## config.mk

```make
export PLATFORM = sky130hd
export DESIGN_NAME = decode_issue_ctrl
export DESIGN_NICKNAME = d
export VERILOG_FILES = /design/src/rtl/decode_pkg.sv /design/src/rtl/decode_scoreboard.sv /design/src/rtl/decode_issue_ctrl.sv
export SDC_FILE = /design/constraint.sdc
export NUM_CORES = 1
export LEC_CHECK = 0
export BUFFER_PORTS_ARGS = -buffer_cell sky130_fd_sc_hd__buf_4
export CAP_MARGIN = 30
export CELL_PAD_IN_SITES_DETAIL_PLACEMENT = 0
export CELL_PAD_IN_SITES_GLOBAL_PLACEMENT = 2
export CORE_MARGIN = 2
export CORE_UTILIZATION = 36
export DETAILED_ROUTE_END_ITERATION = 8
export PLACE_DENSITY_LB_ADDON = 0.12
export SYNTH_ARGS = -nofsm -noshare
export SYNTH_HDL_FRONTEND = slang
export SYNTH_SLANG_ARGS = --single-unit
```

## constraint.sdc

```tcl
create_clock -name clk -period 7.5 [get_ports clk]
set_clock_uncertainty 0.1 [all_clocks]
set_input_delay 0.75 -clock clk [delete_from_list [all_inputs] [get_ports clk]]
set_output_delay 0.75 -clock clk [all_outputs]
set_load 0.005 [all_outputs]
```

## src/rtl/decode_pkg.sv

```systemverilog
// decode_pkg: shared types and constants for the s2 decode issue controller.
//   imm_type_e  - immediate selector codes; 110/111 are illegal
//   issue_pkt_t - fields held in the decode->execute stage register
//   is_illegal_imm() - flags the two reserved immediate codes
package decode_pkg;

  localparam int NREGS     = 32;
  localparam int REG_W     = $clog2(NREGS);
  localparam int DEF_CNT_W = 16;

  typedef enum logic [2:0] {
    IMM_NONE = 3'b000,
    IMM_I    = 3'b001,
    IMM_S    = 3'b010,
    IMM_B    = 3'b011,
    IMM_J    = 3'b100,
    IMM_U    = 3'b101,
    IMM_ILL6 = 3'b110,
    IMM_ILL7 = 3'b111
  } imm_type_e;

  typedef struct packed {
    logic [REG_W-1:0] rs1;
    logic [REG_W-1:0] rs2;
    logic [REG_W-1:0] rd;
    logic             wr_rd;
    logic [2:0]       imm_type;
    logic             illegal;
  } issue_pkt_t;

  function automatic logic is_illegal_imm(input logic [2:0] t);
    return t[2:1] == 2'b11;
  endfunction

endpackage

```

## src/rtl/decode_scoreboard.sv

```systemverilog
// decode_scoreboard: pending-write bit per architectural register.
//   set_en/set_idx    - mark a destination pending (issue)
//   clr_en/clr_idx    - writeback retire; also bypassed into the lookups
//   kill_en/kill_idx  - drop the pending bit of a flushed instruction
//   rs1/rs2/rd + use flags -> haz_rs1/haz_rs2/haz_rd
// Bit 0 (x0) never becomes pending.
module decode_scoreboard
  import decode_pkg::*;
(
  input  logic             clk,
  input  logic             rst,
  input  logic             set_en,
  input  logic [REG_W-1:0] set_idx,
  input  logic             clr_en,
  input  logic [REG_W-1:0] clr_idx,
  input  logic             kill_en,
  input  logic [REG_W-1:0] kill_idx,
  input  logic [REG_W-1:0] rs1,
  input  logic [REG_W-1:0] rs2,
  input  logic [REG_W-1:0] rd,
  input  logic             use_rs1,
  input  logic             use_rs2,
  input  logic             wr_rd,
  output logic             haz_rs1,
  output logic             haz_rs2,
  output logic             haz_rd
);

  logic [NREGS-1:0] pend_q, pend_d;
  logic [NREGS-1:0] eff_pend;

  // Same-cycle writeback bypass: a retiring register is already free.
  always_comb begin
    eff_pend = pend_q;
    if (clr_en) eff_pend[clr_idx] = 1'b0;
  end

  assign haz_rs1 = use_rs1 & eff_pend[rs1];
  assign haz_rs2 = use_rs2 & eff_pend[rs2];
  assign haz_rd  = wr_rd   & eff_pend[rd];

  // Clears first, set last so a new issue outranks a retire of the same reg.
  always_comb begin
    pend_d = pend_q;
    for (int i = 1; i < NREGS; i++) begin
      if (kill_en && kill_idx == REG_W'(i)) pend_d[i] = 1'b0;
      if (clr_en  && clr_idx  == REG_W'(i)) pend_d[i] = 1'b0;
      if (set_en  && set_idx  == REG_W'(i)) pend_d[i] = 1'b1;
    end
    pend_d[0] = 1'b0;
  end

  always_ff @(posedge clk) begin
    if (rst) pend_q <= '0;
    else     pend_q <= pend_d;
  end

endmodule

```

## src/rtl/decode_issue_ctrl.sv

```systemverilog
// decode_issue_ctrl: hazard-checked issue from decode into a single
// registered valid/ready stage toward execute.
//   d_*     - decoded instruction from fetch (d_ready is combinational)
//   x_*     - staged instruction toward execute
//   wb_*    - writeback retire, frees a pending register
//   flush   - kills the staged instruction, blocks issue this cycle
//   stall_cnt - saturating count of cycles fetch was held off
module decode_issue_ctrl
  import decode_pkg::*;
#(
  parameter int CNT_W = DEF_CNT_W
) (
  input  logic             clk,
  input  logic             rst,
  input  logic             d_valid,
  output logic             d_ready,
  input  logic [REG_W-1:0] d_rs1,
  input  logic [REG_W-1:0] d_rs2,
  input  logic [REG_W-1:0] d_rd,
  input  logic             d_use_rs1,
  input  logic             d_use_rs2,
  input  logic             d_wr_rd,
  input  logic [2:0]       d_imm_type,
  output logic             x_valid,
  input  logic             x_ready,
  output logic [REG_W-1:0] x_rs1,
  output logic [REG_W-1:0] x_rs2,
  output logic [REG_W-1:0] x_rd,
  output logic             x_wr_rd,
  output logic [2:0]       x_imm_type,
  output logic             x_illegal,
  input  logic             wb_valid,
  input  logic [REG_W-1:0] wb_rd,
  input  logic             flush,
  output logic [CNT_W-1:0] stall_cnt
);

  issue_pkt_t       x_pkt_q, x_pkt_d;
  logic             x_valid_q, x_valid_d;
  logic [CNT_W-1:0] stall_cnt_q, stall_cnt_d;
  logic             haz_rs1, haz_rs2, haz_rd;
  logic             hazard, accept, kill;

  // A flushed destination bit can only belong to the killed instruction,
  // because WAW hazards keep a second writer of that reg out of the stage.
  assign kill = flush & x_valid_q & x_pkt_q.wr_rd;

  decode_scoreboard u_sb (
    .clk      (clk),
    .rst      (rst),
    .set_en   (accept & d_wr_rd),
    .set_idx  (d_rd),
    .clr_en   (wb_valid),
    .clr_idx  (wb_rd),
    .kill_en  (kill),
    .kill_idx (x_pkt_q.rd),
    .rs1      (d_rs1),
    .rs2      (d_rs2),
    .rd       (d_rd),
    .use_rs1  (d_use_rs1),
    .use_rs2  (d_use_rs2),
    .wr_rd    (d_wr_rd),
    .haz_rs1  (haz_rs1),
    .haz_rs2  (haz_rs2),
    .haz_rd   (haz_rd)
  );

  assign hazard  = haz_rs1 | haz_rs2 | haz_rd;
  assign d_ready = ~rst & ~flush & ~hazard & (~x_valid_q | x_ready);
  assign accept  = d_valid & d_ready;

  always_comb begin
    x_pkt_d   = x_pkt_q;
    x_valid_d = x_valid_q;
    if (accept) begin
      x_pkt_d.rs1      = d_rs1;
      x_pkt_d.rs2      = d_rs2;
      x_pkt_d.rd       = d_rd;
      x_pkt_d.wr_rd    = d_wr_rd;
      x_pkt_d.imm_type = d_imm_type;
      x_pkt_d.illegal  = is_illegal_imm(d_imm_type);
      x_valid_d        = 1'b1;
    end else if (flush || x_ready) begin
      // Payload is left as-is; only valid drops.
      x_valid_d = 1'b0;
    end
  end

  always_comb begin
    stall_cnt_d = stall_cnt_q;
    if (d_valid && !d_ready && stall_cnt_q != '1)
      stall_cnt_d = stall_cnt_q + 1'b1;
  end

  always_ff @(posedge clk) begin
    if (rst) begin
      x_pkt_q     <= '0;
      x_valid_q   <= 1'b0;
      stall_cnt_q <= '0;
    end else begin
      x_pkt_q     <= x_pkt_d;
      x_valid_q   <= x_valid_d;
      stall_cnt_q <= stall_cnt_d;
    end
  end

  assign x_valid    = x_valid_q;
  assign x_rs1      = x_pkt_q.rs1;
  assign x_rs2      = x_pkt_q.rs2;
  assign x_rd       = x_pkt_q.rd;
  assign x_wr_rd    = x_pkt_q.wr_rd;
  assign x_imm_type = x_pkt_q.imm_type;
  assign x_illegal  = x_pkt_q.illegal;
  assign stall_cnt  = stall_cnt_q;

endmodule

```

Word-level counts from Yosys, hierarchy flattened --
Cells that the tools add are included.
Word-level totals: bits in registers 69, input bits 32, output and inout bits 38
Cells by class: add/subtract/negate cells 1, magnitude comparators 5, eq/ne operators 95, mux-type cells 104, bitwise logic cells 19, reductions and logical operators 130
Operator list (count):
- 5-bit equality test (second input constant) | 48
- 5-bit by 4-bit equality test with 1-bit output (second input constant) | 24
- 1-bit 2-to-1 mux | 99
- 1-bit logical AND | 96
- 3-bit nonzero test | 31
- 5-bit by 3-bit equality test with 1-bit output (second input constant) | 12
- 32-bit bitwise AND | 1
- 32-bit 2-to-1 mux | 1
- 32-bit inverter | 1
- 5-bit by 2-bit equality test with 1-bit output (second input constant) | 6
- 5-bit by 6-bit < comparator with 1-bit output (second input constant) | 4
- 16-bit by 1-bit adder with 16-bit output (second input constant) | 1
- 16-bit != test (second input constant) | 1
- 1-bit binary-select mux with 5-bit select | 3
- 5-bit by 1-bit equality test with 1-bit output (second input constant) | 3
- 1-bit bitwise AND | 10
- 1-bit demux with 5-bit select | 1
- 5-bit by 1-bit >= comparator with 1-bit output (second input constant) | 1
- 1-bit inverter | 4
- 1-bit OR | 3
- 2-bit equality test (second input constant) | 1
- 2-bit nonzero test | 1
- 1-bit logical NOT | 1
- 1-bit logical OR | 1

Depth between registers and ports, before layout --
depth in word-level cells 19, mapped depth 12

Modules after synthesis --
A second synthesis with hierarchy kept.
Unflattened totals: cell total of the unflattened synthesis 509, area total of the unflattened synthesis 4164.0 sq um
By module, submodules not included:
- decode_scoreboard | times used 1, cells an instance 329, area an instance 2479.9 sq um, sequential area each 620.6 sq um
- decode_issue_ctrl | times used 1, cells an instance 180, area an instance 1684.1 sq um, sequential area each 740.7 sq um

Worst setup path after synthesis --
OpenSTA, ideal clock, no wires.
path kind input to register, from in d_rd[0], to reg u_sb.pend_q[28], library setup time 0.068 ns, arrival time 3.060 ns, required time 7.332 ns, path slack 4.271 ns, stages on the path 9, path buffers 2, cell sequence buf_2 -> mux4_2 -> o311a_1 -> o32a_1 -> a311oi_2 -> nand4_2 -> or4b_1 -> buf_4 -> o21ai_2
On the way: word-level cells in the longest chain between the ends 11, elaborated cells on any way between the ends 13
Ends and longest elaborated chain:
- start: declaration | RTL line decode_issue_ctrl.sv:19 | input logic [REG_W-1:0] d_rd,
- 1-bit binary-select mux with 5-bit select | RTL line decode_scoreboard.sv:40 | assign haz_rd = wr_rd & eff_pend[rd];
- 1-bit 2-to-1 mux (not written as such) | RTL line decode_scoreboard.sv:40
- 1-bit bitwise AND | RTL line decode_scoreboard.sv:40
- 1-bit OR | RTL line decode_issue_ctrl.sv:68 | assign hazard = haz_rs1 | haz_rs2 | haz_rd;
- 1-bit inverter | RTL line decode_issue_ctrl.sv:69 | assign d_ready = ~rst & ~flush & ~hazard & (~x_valid_q | x_ready);
- 1-bit bitwise AND (2 in a row) | RTL line decode_issue_ctrl.sv:69
- 1-bit bitwise AND | RTL line decode_issue_ctrl.sv:70 | assign accept = d_valid & d_ready;
- 1-bit bitwise AND | RTL line decode_issue_ctrl.sv:51 | .set_en (accept & d_wr_rd),
- 1-bit logical AND (*) | RTL line decode_scoreboard.sv:48 | if (set_en && set_idx == REG_W'(i)) pend_d[i] = 1'b1;
- 3-bit nonzero test (no source line) or 1-bit 2-to-1 mux (tied branches)
- end signal: assignment | RTL line decode_scoreboard.sv:55 | else pend_q <= pend_d;
- end: declaration | RTL line decode_scoreboard.sv:29 | logic [NREGS-1:0] pend_q, pend_d;
Every way passes the cells marked *; elsewhere a longest branch is shown, timed or not. The select of a mux whose other input is x is not followed. A chain may end at the register's enable or synchronous reset.

Worst setup path after layout --
from in wb_rd[0], to out d_ready
On the way: word-level cells in the longest chain between the ends 15, elaborated cells on any way between the ends 22
Ends and longest elaborated chain:
- start: declaration | RTL line decode_issue_ctrl.sv:33 | input logic [REG_W-1:0] wb_rd,
- 5-bit by 6-bit < comparator with 1-bit output (not written as such) or 5-bit by 1-bit >= comparator with 1-bit output (tied branches) | RTL line decode_scoreboard.sv:35 | if (clr_en) eff_pend[clr_idx] = 1'b0;
- 1-bit logical AND (not written as such) | RTL line decode_scoreboard.sv:35
- 1-bit 2-to-1 mux (not written as such) | RTL line decode_scoreboard.sv:35
- 1-bit demux with 5-bit select (*)
- 32-bit inverter (no source line) (*)
- 32-bit bitwise AND (no source line) (*)
- 32-bit 2-to-1 mux (*) | RTL line decode_scoreboard.sv:35
- 1-bit binary-select mux with 5-bit select (on tied branches) | RTL line decode_scoreboard.sv:38, decode_scoreboard.sv:39
- 1-bit 2-to-1 mux (on tied branches) | RTL line decode_scoreboard.sv:38, decode_scoreboard.sv:39
- 1-bit bitwise AND (on tied branches) | RTL line decode_scoreboard.sv:38, decode_scoreboard.sv:39
- 1-bit OR | RTL line decode_issue_ctrl.sv:68
- 1-bit OR (*) | RTL line decode_issue_ctrl.sv:68
- 1-bit inverter (*) | RTL line decode_issue_ctrl.sv:69
- 1-bit bitwise AND (*) (2 in a row) | RTL line decode_issue_ctrl.sv:69
- end: declaration | RTL line decode_issue_ctrl.sv:16 | output logic d_ready,
Marked as above.

==> metrics <==
slowest CP cell o21ai_0; number of synthesized flops with an enable pin 0; antenna violations before repair 0; DRT Pass-1 Iters 5; LEAKAGE 1.875 nW; clock slew at reported path FFs 60 ps; mapped cell area 4150 µm²; post-CTS sizing 0; CTS tree done; first-pass GRT wire length 22.89 mm; Clock Path Buffers 2; PnR Total Power 0.8979 mW; core area 11320 µm²; synth unique cells 66; largest net degree at the start of global routing 72; # fillers 1144; final setup vio count 0; final wirelength 14.87 mm; Residual DRC 0; cts hold-fix bufs 0; CP required 6650 ps; Synth Register Bits 68; Clock Root Buffer clkbuf_16; Final min period 3961 ps; Reg area 1361 µm²; gr usage total 24.24%; Cell Rows 39; vias in the first global route 3944; Slew Limit Fails 0; Main synth FF type dfxtp_1; peak supply drop 0.0001078 V; Tcrit/Tclk final 52.82%; Post-CTS Setup Bufs 0; final net count 576; die area 12400 µm²; crit path cell chain buf_4 > nand2b_1 > o21ai_0 > mux4_2 > o21ai_0 > a22oi_1 > and3_1 > buf_4; Clock Latency Late Sink 350 ps; Post-Syn Instances 494; CP Class in2out; antenna cell count 0; Layout area overhead 21.04%; clk sinks 68; synth warn 0; H-tree depth 3; Slew Limit Headroom 48.61%; Post-synth ARST share 0%; Final Hold Viols 0; layout cells sized above 1 20.80%; Worst setup EP type output pin; status completed; Antenna Nets Post-Route 0; IO Port Bufs 69; initial core utilization 36.66%; fin util 44.37%; Starting DRT DRC Count 322; Mapped Avg Cell Area 8.401 µm²; die height 111.4 µm; sequential area share after synthesis 32.80%; CP max stage delay 690 ps; multi-input logic area 2604 µm²; maxcap violations 0; type of origin of the critical path primary input; GPL Wtd Cong 0.9168; Num CTS Buffers 9; PwrDens 178.7 nW/µm²; via density per instance 5.936; measured slew at the worst slew-check pin 770.8 ps; fmax 252.4 MHz; width of the die 111.4 µm; hpwl dp 10.78 mm; setup tns final 0 ps; Worst Path Arrival 3110 ps; IO Pins 70; hold crit path type reg2reg; syn_nets 527; wire length per cell 21.51 µm; CP max FO 9; Vias 4102; unrepaired setup endpoints after global routing false; total grt overflow 0
## per-layer routing
metal | GRT usage, % | share of wire, % | wire length, µm
met4 | 8.477 | 2.4 | 361
met3 | 6.805 | 6.9 | 1020
met2 | 35.65 | 44 | 6525
met1 | 34.19 | 47 | 6958
met5 | 0 | 0 | 0
## critical path, delay by kind of cell
family | cells | cell delay (ps)
AOI/OAI and AO/OA | 3 | 1050
and+or+nand+nor | 2 | 680
muxes | 1 | 370
buffers and inverters | 2 | 270
## synthesized netlist by cell type, drive strengths merged (4+ instances only)
cell,n,area share (%)
o21ai,85,11
dfxtp,68,33
nor2,39,3.5
nand2,31,2.8
mux2i,27,6.5
a211o,24,5.1
clkbuf,21,1.9
a21oi,16,1.9
or3,15,2.3
inv,14,1.3
buf,11,1.3
nand2b,10,1.5
nand3b,10,1.8
nand3,9,1.1
nor3,8,0.96
and3,7,1.1
mux4,7,3.8
o31ai,7,1.7
nand4,6,1.1
nor2b,6,0.90
o32ai,6,1.4
o211ai,5,0.90
a221oi,4,0.84
mux2,4,1.1
nand4b,4,0.84
nand4bb,4,1.1
## cells in the final DEF, fill, tap and decap left out, drive strengths merged, types with 10 or more instances in the layout
master / instances
dfxtp: 68
a21oi: 16
buf: 70
o21ai: 85
clkbuf: 11
a211o: 24
or3: 15
mux2i: 27
nand2: 31
inv: 14
nor2: 39
nand2b: 10
nand3b: 10
## layout make-up
cell class                      count  area share, %
Inverter                           14          1.046
Tap cell                          143          3.562
Clock inverter                      5         0.7223
Clock buffer                       11          5.031
Timing Repair Buffer               70          10.71
Multi-Input combinational cell    380          51.83
Sequential cell                    68          27.10
## where the power goes
| part | internal (mW) | switching [mW] |
|---|---|---|
| sequential | 0.368 | 0.00625 |
| clock | 0.242 | 0.172 |
| combinational | 0.0432 | 0.0671 |
## cell families (layout without fill, tap and decap cells)
logic type               Yosys count  after routing  share of synthesized area [%]
buffers and inverters             46            100                          4.462
adder cells (fa/ha/maj)            1              1                         0.3014
XOR/XNOR                           3              3                         0.6332
flip-flops                        68             68                          32.80
AO/OA/AOI/OAI                    173            173                          28.46
multiplexers                      38             38                          11.40
AND/OR/NAND/NOR                  165            165                          21.95
## path summary, 6_finish.rpt
kind	startpoint	slack [ps]	cells after the start	endpoint
max	wb_rd[0]	3540	8	d_ready
min	x_rs1[3]	390	2	x_rs1[3]
max reg2reg	u_sb.pend_q[26]	4480	7	u_sb.pend_q[24]
min reg2reg	x_rs1[3]	390	2	x_rs1[3]
## through the flow
stage | hold WS, ps | cell area, µm² | cells | worst slack, ps
detailed placement | 381.1 | 4735 | 675 | 3479
CTS | 397.9 | 5024 | 691 | 3560
floorplan | 379.5 | 4150 | 494 | 4271
finish | 392.9 | 5024 | 691 | 3539
global placement | 373.8 | 4715 | 674 | 2546
global route | 414.4 | 5024 | 691 | 3432
## flip-flops by register name, summed over array words and instances (netlist names)
signal,flops
stall_cnt,16
u_sb.pend_q,31
x_imm_type,3
x_rs2,5
x_wr_rd,1
x_rs1,5
x_illegal,1
x_valid,1
x_rd,5
(Power assumes the default switching activity.)
